<file path="src/rtl/mem_port_arbiter.sv">
// Round-robin arbiter sharing one 32-bit memory port between instruction fetch (port 0)
// and data load/store (port 1), with a per-access timeout against a hung memory.
module mem_port_arbiter #(
  parameter int DW      = 32,
  parameter int TIMEOUT = 16
) (
  input  logic          clk,
  input  logic          reset,
  input  logic          req0,
  input  logic [DW-1:0] addr0,
  input  logic          req1,
  input  logic [DW-1:0] addr1,
  input  logic [DW-1:0] wdata1,
  input  logic          we1,
  output logic          mem_req,
  output logic [DW-1:0] mem_addr,
  output logic [DW-1:0] mem_wdata,
  output logic          mem_we,
  input  logic          mem_ready,
  input  logic [DW-1:0] mem_rdata,
  output logic          sel,
  output logic          ack0,
  output logic          ack1,
  output logic [DW-1:0] rdata,
  output logic          err
);

  localparam logic [1:0] IDLE   = 2'd0;
  localparam logic [1:0] ACCESS = 2'd1;
  localparam logic [1:0] DONE   = 2'd2;
  localparam logic [7:0] TIMEOUT_CNT = 8'(TIMEOUT);

  logic [1:0] state;
  logic       last_grant;
  logic [7:0] cnt;
  logic [7:0] cnt_inc;
  logic       grant;
  logic       any_req;

  // Under contention the port that did not win last time is favoured.
  always_comb begin
    any_req = req0 | req1;
    cnt_inc = cnt + 8'd1;
    if (req0 && req1) begin
      grant = ~last_grant;
    end else begin
      grant = req1;
    end
  end

  always_ff @(posedge clk or posedge reset) begin
    if (reset) begin
      state      <= IDLE;
      last_grant <= 1'b1;
      cnt        <= 8'd0;
      mem_req    <= 1'b0;
      mem_addr   <= {DW{1'b0}};
      mem_wdata  <= {DW{1'b0}};
      mem_we     <= 1'b0;
      sel        <= 1'b0;
      ack0       <= 1'b0;
      ack1       <= 1'b0;
      rdata      <= {DW{1'b0}};
      err        <= 1'b0;
    end else begin
      case (state)
        IDLE: begin
          if (any_req) begin
            sel       <= grant;
            mem_addr  <= grant ? addr1 : addr0;
            mem_wdata <= grant ? wdata1 : {DW{1'b0}};
            mem_we    <= grant ? we1 : 1'b0;
            mem_req   <= 1'b1;
            cnt       <= 8'd0;
            state     <= ACCESS;
          end
        end
        ACCESS: begin
          // A completion in the final allowed cycle still wins over the timeout.
          if (mem_ready) begin
            rdata   <= mem_rdata;
            err     <= 1'b0;
            mem_req <= 1'b0;
            mem_we  <= 1'b0;
            ack0    <= ~sel;
            ack1    <= sel;
            cnt     <= cnt_inc;
            state   <= DONE;
          end else if (cnt_inc == TIMEOUT_CNT) begin
            rdata   <= {DW{1'b0}};
            err     <= 1'b1;
            mem_req <= 1'b0;
            mem_we  <= 1'b0;
            ack0    <= ~sel;
            ack1    <= sel;
            cnt     <= cnt_inc;
            state   <= DONE;
          end else begin
            cnt <= cnt_inc;
          end
        end
        DONE: begin
          ack0       <= 1'b0;
          ack1       <= 1'b0;
          last_grant <= sel;
          cnt        <= 8'd0;
          state      <= IDLE;
        end
        default: begin
          mem_req <= 1'b0;
          mem_we  <= 1'b0;
          ack0    <= 1'b0;
          ack1    <= 1'b0;
          cnt     <= 8'd0;
          state   <= IDLE;
        end
      endcase
    end
  end

endmodule
</file>
<file path="config.mk">
export PLATFORM = sky130hd
export DESIGN_NAME = mem_port_arbiter
export DESIGN_NICKNAME = d
export VERILOG_FILES = /design/src/rtl/mem_port_arbiter.sv
export SDC_FILE = /design/constraint.sdc
export NUM_CORES = 1
export LEC_CHECK = 0
export CORE_UTILIZATION = 37
export CTS_CLUSTER_SIZE = 16
export DETAILED_ROUTE_END_ITERATION = 16
export GPL_ROUTABILITY_DRIVEN = 1
export GPL_TIMING_DRIVEN = 0
export PLACE_DENSITY = 0.75
export SLEW_MARGIN = 15
export SYNTH_ARGS = -nofsm -noshare
export SYNTH_HDL_FRONTEND = slang
export SYNTH_SLANG_ARGS = --single-unit
</file>
<file path="constraint.sdc">
create_clock -name clk -period 4.3 [get_ports clk]
set_clock_uncertainty 0.2 [all_clocks]
set_input_delay 1.29 -clock clk [delete_from_list [all_inputs] [get_ports clk]]
set_output_delay 1.29 -clock clk [all_outputs]
set_load 0.02 [all_outputs]
</file>
==> key figures, run 1 <==
Run status
  – Status: complete, no violations

Clock tree
  – Inserted Clock Buffers: 17
  – CTS tree: built
  – Clock tree buffer depth: 2
  – Root Driver: clkbuf_16
  – Skew-Pair Late Insertion Delay: 390 ps
  – # resized after CTS: 0
  – Clock Pin Slew Worst Setup and Hold Paths: 50 ps
  – Htree depth: 4
  – Hold_buf cts: 0
  – # Post-CTS Setup Buffers: 0
  – Sink Count: 113

Detailed routing
  – DRC Markers: 0
  – WL per Instance: 16.8 um
  – Routed via count: 4,451
  – Drt initial violations: 236
  – Final ANT Viol Nets: 0
  – TritonRoute pass-1 iters: 4
  – Routed wire length: 15.1 mm
  – Drt via density: 4.98

Cells and area
  – Non-filler cells, final: 894
  – # fillers: 1,074
  – Most frequent cells in the layout: clkdlybuf4s50_1, dfrtp_1, nand2_1, o21ai_0, mux2i_1
  – Fin nets: 840
  – Most common cell after layout, fill and taps aside: clkdlybuf4s50_1
  – Layout area overhead: 65.1%
  – Antenna cells: 0
  – Layout cells sized above 1: 12.4%

STA
  – Max Clk Rate: 335 MHz
  – Slew margin rel.: 48.0%
  – Final Cycle Share: 69.4%
  – Slew Limit Fails: 0
  – Period minus WS final: 2980 ps
  – Final hold violations: 0
  – Worst Max-Slew Pin Slew: 774 ps
  – Setup TNS: 0 ps
  – Final setup fails: 0
  – RSZ-0062 raised after global routing: no
  – Fin worst setup slack: 1320 ps

Worst setup path
  – CP Capture Type: register
  – Critical Path AT: 3110 ps
  – R2R cell count: 6
  – Crit-path slowest cell: clkdlybuf4s50_1
  – CP max stage delay: 540 ps
  – RR Endpoint: ack0$_DFFE_PP0P_
  – Worst r2r src: cnt[0]$_DFFE_PP0P_
  – Critical path cell sequence: clkdlybuf4s50_1 > a21boi_0 > buf_2 > and2_1 > clkbuf_1 > buf_2 > a22o_1
  – CP dominant cell by count: buf_2
  – Worst-path maximum fanout: 10
  – Startpoint Class: primary input
  – Internal reg-to-reg setup slack: 2040 ps
  – Worst Path Class, Setup: primary input to register
  – Worst Path Required: 4430 ps

Floorplan
  – # IOs: 236
  – Initial Util: 37.9%
  – Die height: 118 um
  – Die X: 118 um
  – # rows: 42
  – Core Region: 13,200 um2
  – Full die area: 14,000 um2

Synth
  – Post-synth top area cell: dfrtp_1
  – Syn_nets: 583
  – Synth unique cells: 37
  – Yosys warnings: 0
  – Yosys reg bits: 113
  – Post-synth top area share: 55.9%
  – Mapped Avg Cell Area: 11.2 um2
  – Top post-synthesis cells by area: dfrtp_1, mux2i_1, a22o_1, o21ai_2, a22oi_1
  – Sequential area share after synthesis: 56.4%
  – Post-synth ARST share: 100%
  – Synthesized area: 5010 um2
  – Main flop type after synthesis: dfrtp_1
  – Post-synth EDFFs: 0
  – Cells after Synth: 448

Global routing
  – Vias in the first global route: 4,775
  – Antenna violations before repair: 0
  – First-pass GRT wire length: 24.1 mm
  – Gr ovfl total: 0
  – Gr usage total: 22.1%
  – Largest net degree at the start of global routing: 40

Place
  – Placer's final routability congestion estimate: 0.780
  – Final HPWL DP: 11.6 mm
  – Post-Place Setup Slack: 902 ps
  – PortBufs: 235
  – DP Cell Count: 862

Power
  – Peak supply drop: 0.000444 V
  – Comb pwr share: 46.2%
  – Leakage power: 3.66 nW
  – Final total power: 6.15 mW
  – Register share of total power: 29.8%
  – Switch Pwr: 2.26 mW
  – Pint: 3.88 mW
  – Switching fraction of total power: 36.8%
  – Clock power share: 24.0%
  – PD cells: 742 nW/um2

Hold path
  – Hold depth: 2
  – Hold path startpoint: mem_addr[28]$_DFFE_PP0P_
  – Worst hold-check path type: register to register
  – Hold endpoint: mem_addr[28]$_DFFE_PP0P_

Flow run
  – Max cap viols: 0
cell type report:
type / count / area [um2] / share of cell area (%)
clock inverter: 10 / 156 / 1.89
tap: 176 / 220 / 2.66
multi-input combinational: 269 / 1900 / 22.9
buffer: 32 / 160 / 1.93
sequential: 113 / 2830 / 34.2
timing repair buffer: 238 / 2410 / 29.1
clock buffer: 22 / 474 / 5.73
inverter: 34 / 131 / 1.59
per-layer routing:
layer  global-route usage [%]  part of all wire (%)  up-vias
met3                     7.72                   8.7       16
met2                     40.2                    52      182
met4                     7.52                   1.4        0
li1                         -                     -     2100
met5                        0                     0        -
met1                     23.6                    38     2153
worst max-delay path, delay by kind of cell:
| kind | cells | cell delay [ps] |
|---|---|---|
| buf+inv | 4 | 1320 |
| compound gates | 2 | 360 |
| simple gates | 1 | 150 |
stage by stage:
step | instance area [um2] | util (%) | hold WS [ps]
3_5_place_dp | 7650 | 57.8 | 273
2_1_floorplan | 5020 | - | 261
4_1_cts | 8280 | 62.5 | 285
5_1_grt | 8280 | 62.5 | 297
3_3_place_gp | 7590 | 57.3 | 265
6_report | 8280 | 62.5 | 280
sequential cells by signal (all words and copies together), names as in the netlist:
signal and flops:
mem_we 1, ack1 1, cnt 8, state 2, err 1, mem_addr 32
last_grant 1, mem_req 1, mem_wdata 32, ack0 1, rdata 32, sel 1
cell families after synthesis:
kind of cell / after synthesis / synth area share [%]
AO/OA/AOI/OAI: 155 / 22.9
XOR/XNOR: 1 / 0.175
adder cells (fa/ha/maj): 1 / 0.249
buffers and inverters: 66 / 5.74
flip-flops: 113 / 56.4
multiplexers: 36 / 7.31
AND/OR/NAND/NOR: 76 / 7.21
worst max path at each step:
stage | cells past startpoint | slack (ps) | to | start
4_1_cts | 1 | 1320 | sel | sel$_DFFE_PP0P_
6_report | 7 | 1320 | mem_wdata[16]$_DFFE_PP0P_ | req1
3_5_place_dp | 5 | 900 | state[0]$_DFFE_PP0P_ | req1
2_1_floorplan | 1 | 1440 | ack0$_DFFE_PP0P_ | reset
5_1_grt | 7 | 1170 | mem_wdata[7]$_DFFE_PP0P_ | req1
3_3_place_gp | 2 | 370 | mem_addr[31]$_DFFE_PP0P_ | reset
synth_stat cells (2+ instances only):
cell	n
a21o_1	4
a21oi_1	4
a22o_1	33
a22oi_1	32
and2_1	4
buf_2	14
buf_6	3
clkbuf_1	15
dfrtp_1	112
inv_1	34
mux2i_1	34
nand2_1	43
nand2b_1	5
nand3_1	4
nand4_2	2
nor2_1	8
nor2b_1	3
o21ai_0	41
o21ai_1	4
o21ai_2	30
or3_1	3
power by group through the flow:
stage	sequential [mW]	clock (mW)	combinational (mW)
2_1_floorplan	2.33	0	1.01
3_3_place_gp	1.81	0	2.77
3_5_place_dp	1.84	0	2.85
4_1_cts	1.83	1.50	2.87
5_1_grt	1.89	1.56	3.05
6_report	1.83	1.48	2.84
No activity file was read; power rests on OpenSTA's default activity.
==> run 2: changes to the inputs <==
==> constraint.sdc (replaced) <==
create_clock -name clk -period 2.4 [get_ports clk]
set_clock_uncertainty 0.2 [all_clocks]
set_input_delay 0.72 -clock clk [delete_from_list [all_inputs] [get_ports clk]]
set_output_delay 0.72 -clock clk [all_outputs]
set_load 0.02 [all_outputs]
==> run 2 against run 1 <==
  * Power grew 79%
  * Final area rose by 0.50%
  * Sequential share of layout area shrank 0.17 points
  * Setup slack got worse by 1300 ps
  * Routed wire length rose by 0.11%
  * Register-to-register slack worse by 1900 ps
  * Flip-flop and latch count unchanged
  * Largest cell class unchanged
  * Highest routed layer unchanged
  * Clock-buffer cell count did not move
  * Final cell count is the same
  * Core utilization is 0.31 points higher
  * Combinational power up 80%
==> key figures, run 2 (synthesis results as in run 1) <==
Detailed routing
  – Drt initial violations: 228 (-3.4%)
  – DRC Markers: 0 (unchanged)
  – Final ANT Viol Nets: 0 (unchanged)
  – Routed wire length: 15.1 mm (+0.11%)
  – Routed via count: 4,455 (+0.090%)
  – TritonRoute pass-1 iters: 4 (unchanged)
  – Drt via density: 4.98 (about the same)
  – WL per Instance: 16.9 um (+0.11%)

Worst setup path
  – Worst-path maximum fanout: 4 (-6)
  – CP bufs+invs: 1 (-3)
  – Worst Path Required: 1480 ps (-2950 ps)
  – Crit path to: mem_we
  – Crit path max-delay family: buffers and inverters
  – CP Depth: 1 (-6)
  – RR Endpoint: ack0$_DFFE_PP0P_
  – Crit path from: mem_we$_DFFE_PP0P_
  – Worst r2r src: cnt[0]$_DFFE_PP0P_
  – Critical path cell sequence: clkdlybuf4s50_1
  – CP max stage delay: 650 ps (+110 ps)
  – R2R cell count: 6 (unchanged)
  – Worst Path Class, Setup: register to output pin
  – Startpoint Class: register
  – CP Capture Type: output pin
  – Critical Path AT: 1430 ps (-1680 ps)
  – Internal reg-to-reg setup slack: 180 ps (-1860 ps)
  – Crit-path slowest cell: clkdlybuf4s50_1

Global routing
  – Antenna violations before repair: 0 (unchanged)
  – Gr usage total: 22.1% (unchanged)
  – Gr ovfl total: 0 (unchanged)
  – Vias in the first global route: 4,775 (unchanged)
  – First-pass GRT wire length: 24.1 mm (unchanged)
  – Largest net degree at the start of global routing: 40 (unchanged)

Place
  – Final HPWL DP: 11.6 mm (unchanged)
  – Placer's final routability congestion estimate: 0.780 (unchanged)
  – PortBufs: 235 (unchanged)
  – DP Cell Count: 862 (unchanged)

Cells and area
  – Layout area overhead: 66.0%
  – Top flop regs: mem_addr (32), mem_wdata (32), rdata (32)
  – Layout cells sized above 1: 13.1% (+0.70 points)
  – Non-filler cells, final: 894 (unchanged)
  – Antenna cells: 0 (unchanged)
  – Fin nets: 840 (unchanged)
  – Most common cell after layout, fill and taps aside: clkdlybuf4s50_1
  – Most frequent cells in the layout: clkdlybuf4s50_1, dfrtp_1, nand2_1, o21ai_0

Hold path
  – Hold depth: 2 (unchanged)
  – Worst hold-check path type: register to register

STA
  – Worst Max-Slew Pin Slew: 772 ps (-1.87 ps)
  – Final Hold Slack: 278 ps (-1.69 ps)
  – Slew Limit Fails: 0 (unchanged)
  – Final setup fails: 0 (unchanged)
  – Max Clk Rate: 426 MHz
  – Final hold violations: 0 (unchanged)
  – RSZ-0062 raised after global routing: no
  – Final Cycle Share: 97.8%
  – Slew margin rel.: 48.1% (+0.13 points)
  – Period minus WS final: 2350 ps

Clock tree
  – Clock Pin Slew Worst Setup and Hold Paths: 50 ps (about the same)
  – Inserted Clock Buffers: 17 (unchanged)
  – Htree depth: 4 (unchanged)
  – Hold_buf cts: 0 (unchanged)
  – Skew-Pair Late Insertion Delay: 390 ps (about the same)
  – Clock tree buffer depth: 2 (unchanged)
  – Sink Count: 113 (unchanged)
  – Root Driver: clkbuf_16
  – CTS tree: built

Floorplan
  – Initial Util: 37.9% (unchanged)
  – Full die area: 14,000 um2 (unchanged)
  – Core Region: 13,200 um2 (unchanged)
  – Die height: 118 um (unchanged)
  – Die X: 118 um (unchanged)
  – # rows: 42 (unchanged)
  – # IOs: 236 (unchanged)

Power
  – Leakage power: 3.68 nW (+0.62%)
  – Peak supply drop: 0.000797 V (+80%)
  – Pint: 6.97 mW (+79%)
  – Register share of total power: 29.7% (about the same)
  – Final total power: 11.0 mW (+79%)
  – Switch Pwr: 4.05 mW (+79%)
  – PD cells: 1320 nW/um2 (+78%)
  – Switching fraction of total power: 36.8% (-0.052 points)
  – Comb pwr share: 46.3% (about the same)
  – Clock power share: 24.0% (about the same)

Run status
  – Status: complete, no violations

Flow run
  – Max cap viols: 0 (unchanged)
run 2: layout make-up:
class | count | area [um2]
multi-input combinational | 269 | 1910
timing repair buffer | 239 | 2420
fill | 1070 | 4920
clock buffer | 22 | 474
inverter | 34 | 131
buffer | 31 | 178
tap | 176 | 220
clock inverter | 10 | 156
sequential | 113 | 2830
run 2: repair_timing:
action | in CTS | in global routing
pin swaps | 0 | 2
gates resized for setup | 1 | 17
setup endpoints to repair | 5 | 64
setup buffers | 0 | 1
run 2: per-layer routing:
metal  track usage [%]  share of wire [%]
met4              7.52                1.4
met3              7.72                8.6
met5                 0                  0
met1              23.6                 39
met2              40.2                 52
run 2: power by group through the flow:
stage	registers [mW]	logic, mW	clock network (mW)
finish	3.27	5.10	2.64
global placement	3.24	4.97	0
detailed placement	3.29	5.11	0
floorplan	4.17	1.82	0
CTS	3.28	5.13	2.69
global route	3.38	5.47	2.79
run 2: how the worst min path moves through the flow:
stage	from	slack (ps)	to
3_5_place_dp	mem_addr[11]$_DFFE_PP0P_	270	mem_addr[11]$_DFFE_PP0P_
4_1_cts	mem_addr[9]$_DFFE_PP0P_	280	mem_addr[9]$_DFFE_PP0P_
3_3_place_gp	mem_addr[30]$_DFFE_PP0P_	260	mem_addr[30]$_DFFE_PP0P_
5_1_grt	mem_addr[2]$_DFFE_PP0P_	300	mem_addr[2]$_DFFE_PP0P_
6_report	mem_addr[11]$_DFFE_PP0P_	280	mem_addr[11]$_DFFE_PP0P_
2_1_floorplan	cnt[7]$_DFFE_PP0P_	260	cnt[7]$_DFFE_PP0P_
run 2: per-stage QoR:
stage / setup WS, ps / cell area (um2) / TNS [ps] / util [%]
after floorplan: 109 / 5020 / 0 / -
after global placement: -956 / 7590 / -129300 / 57.3
after detailed placement: -428 / 7650 / -24360 / 57.8
after CTS: -4.17 / 8280 / -10.4 / 62.5
after global routing: 0.405 / 8320 / 0 / 62.8
final: 53.1 / 8320 / 0 / 62.8
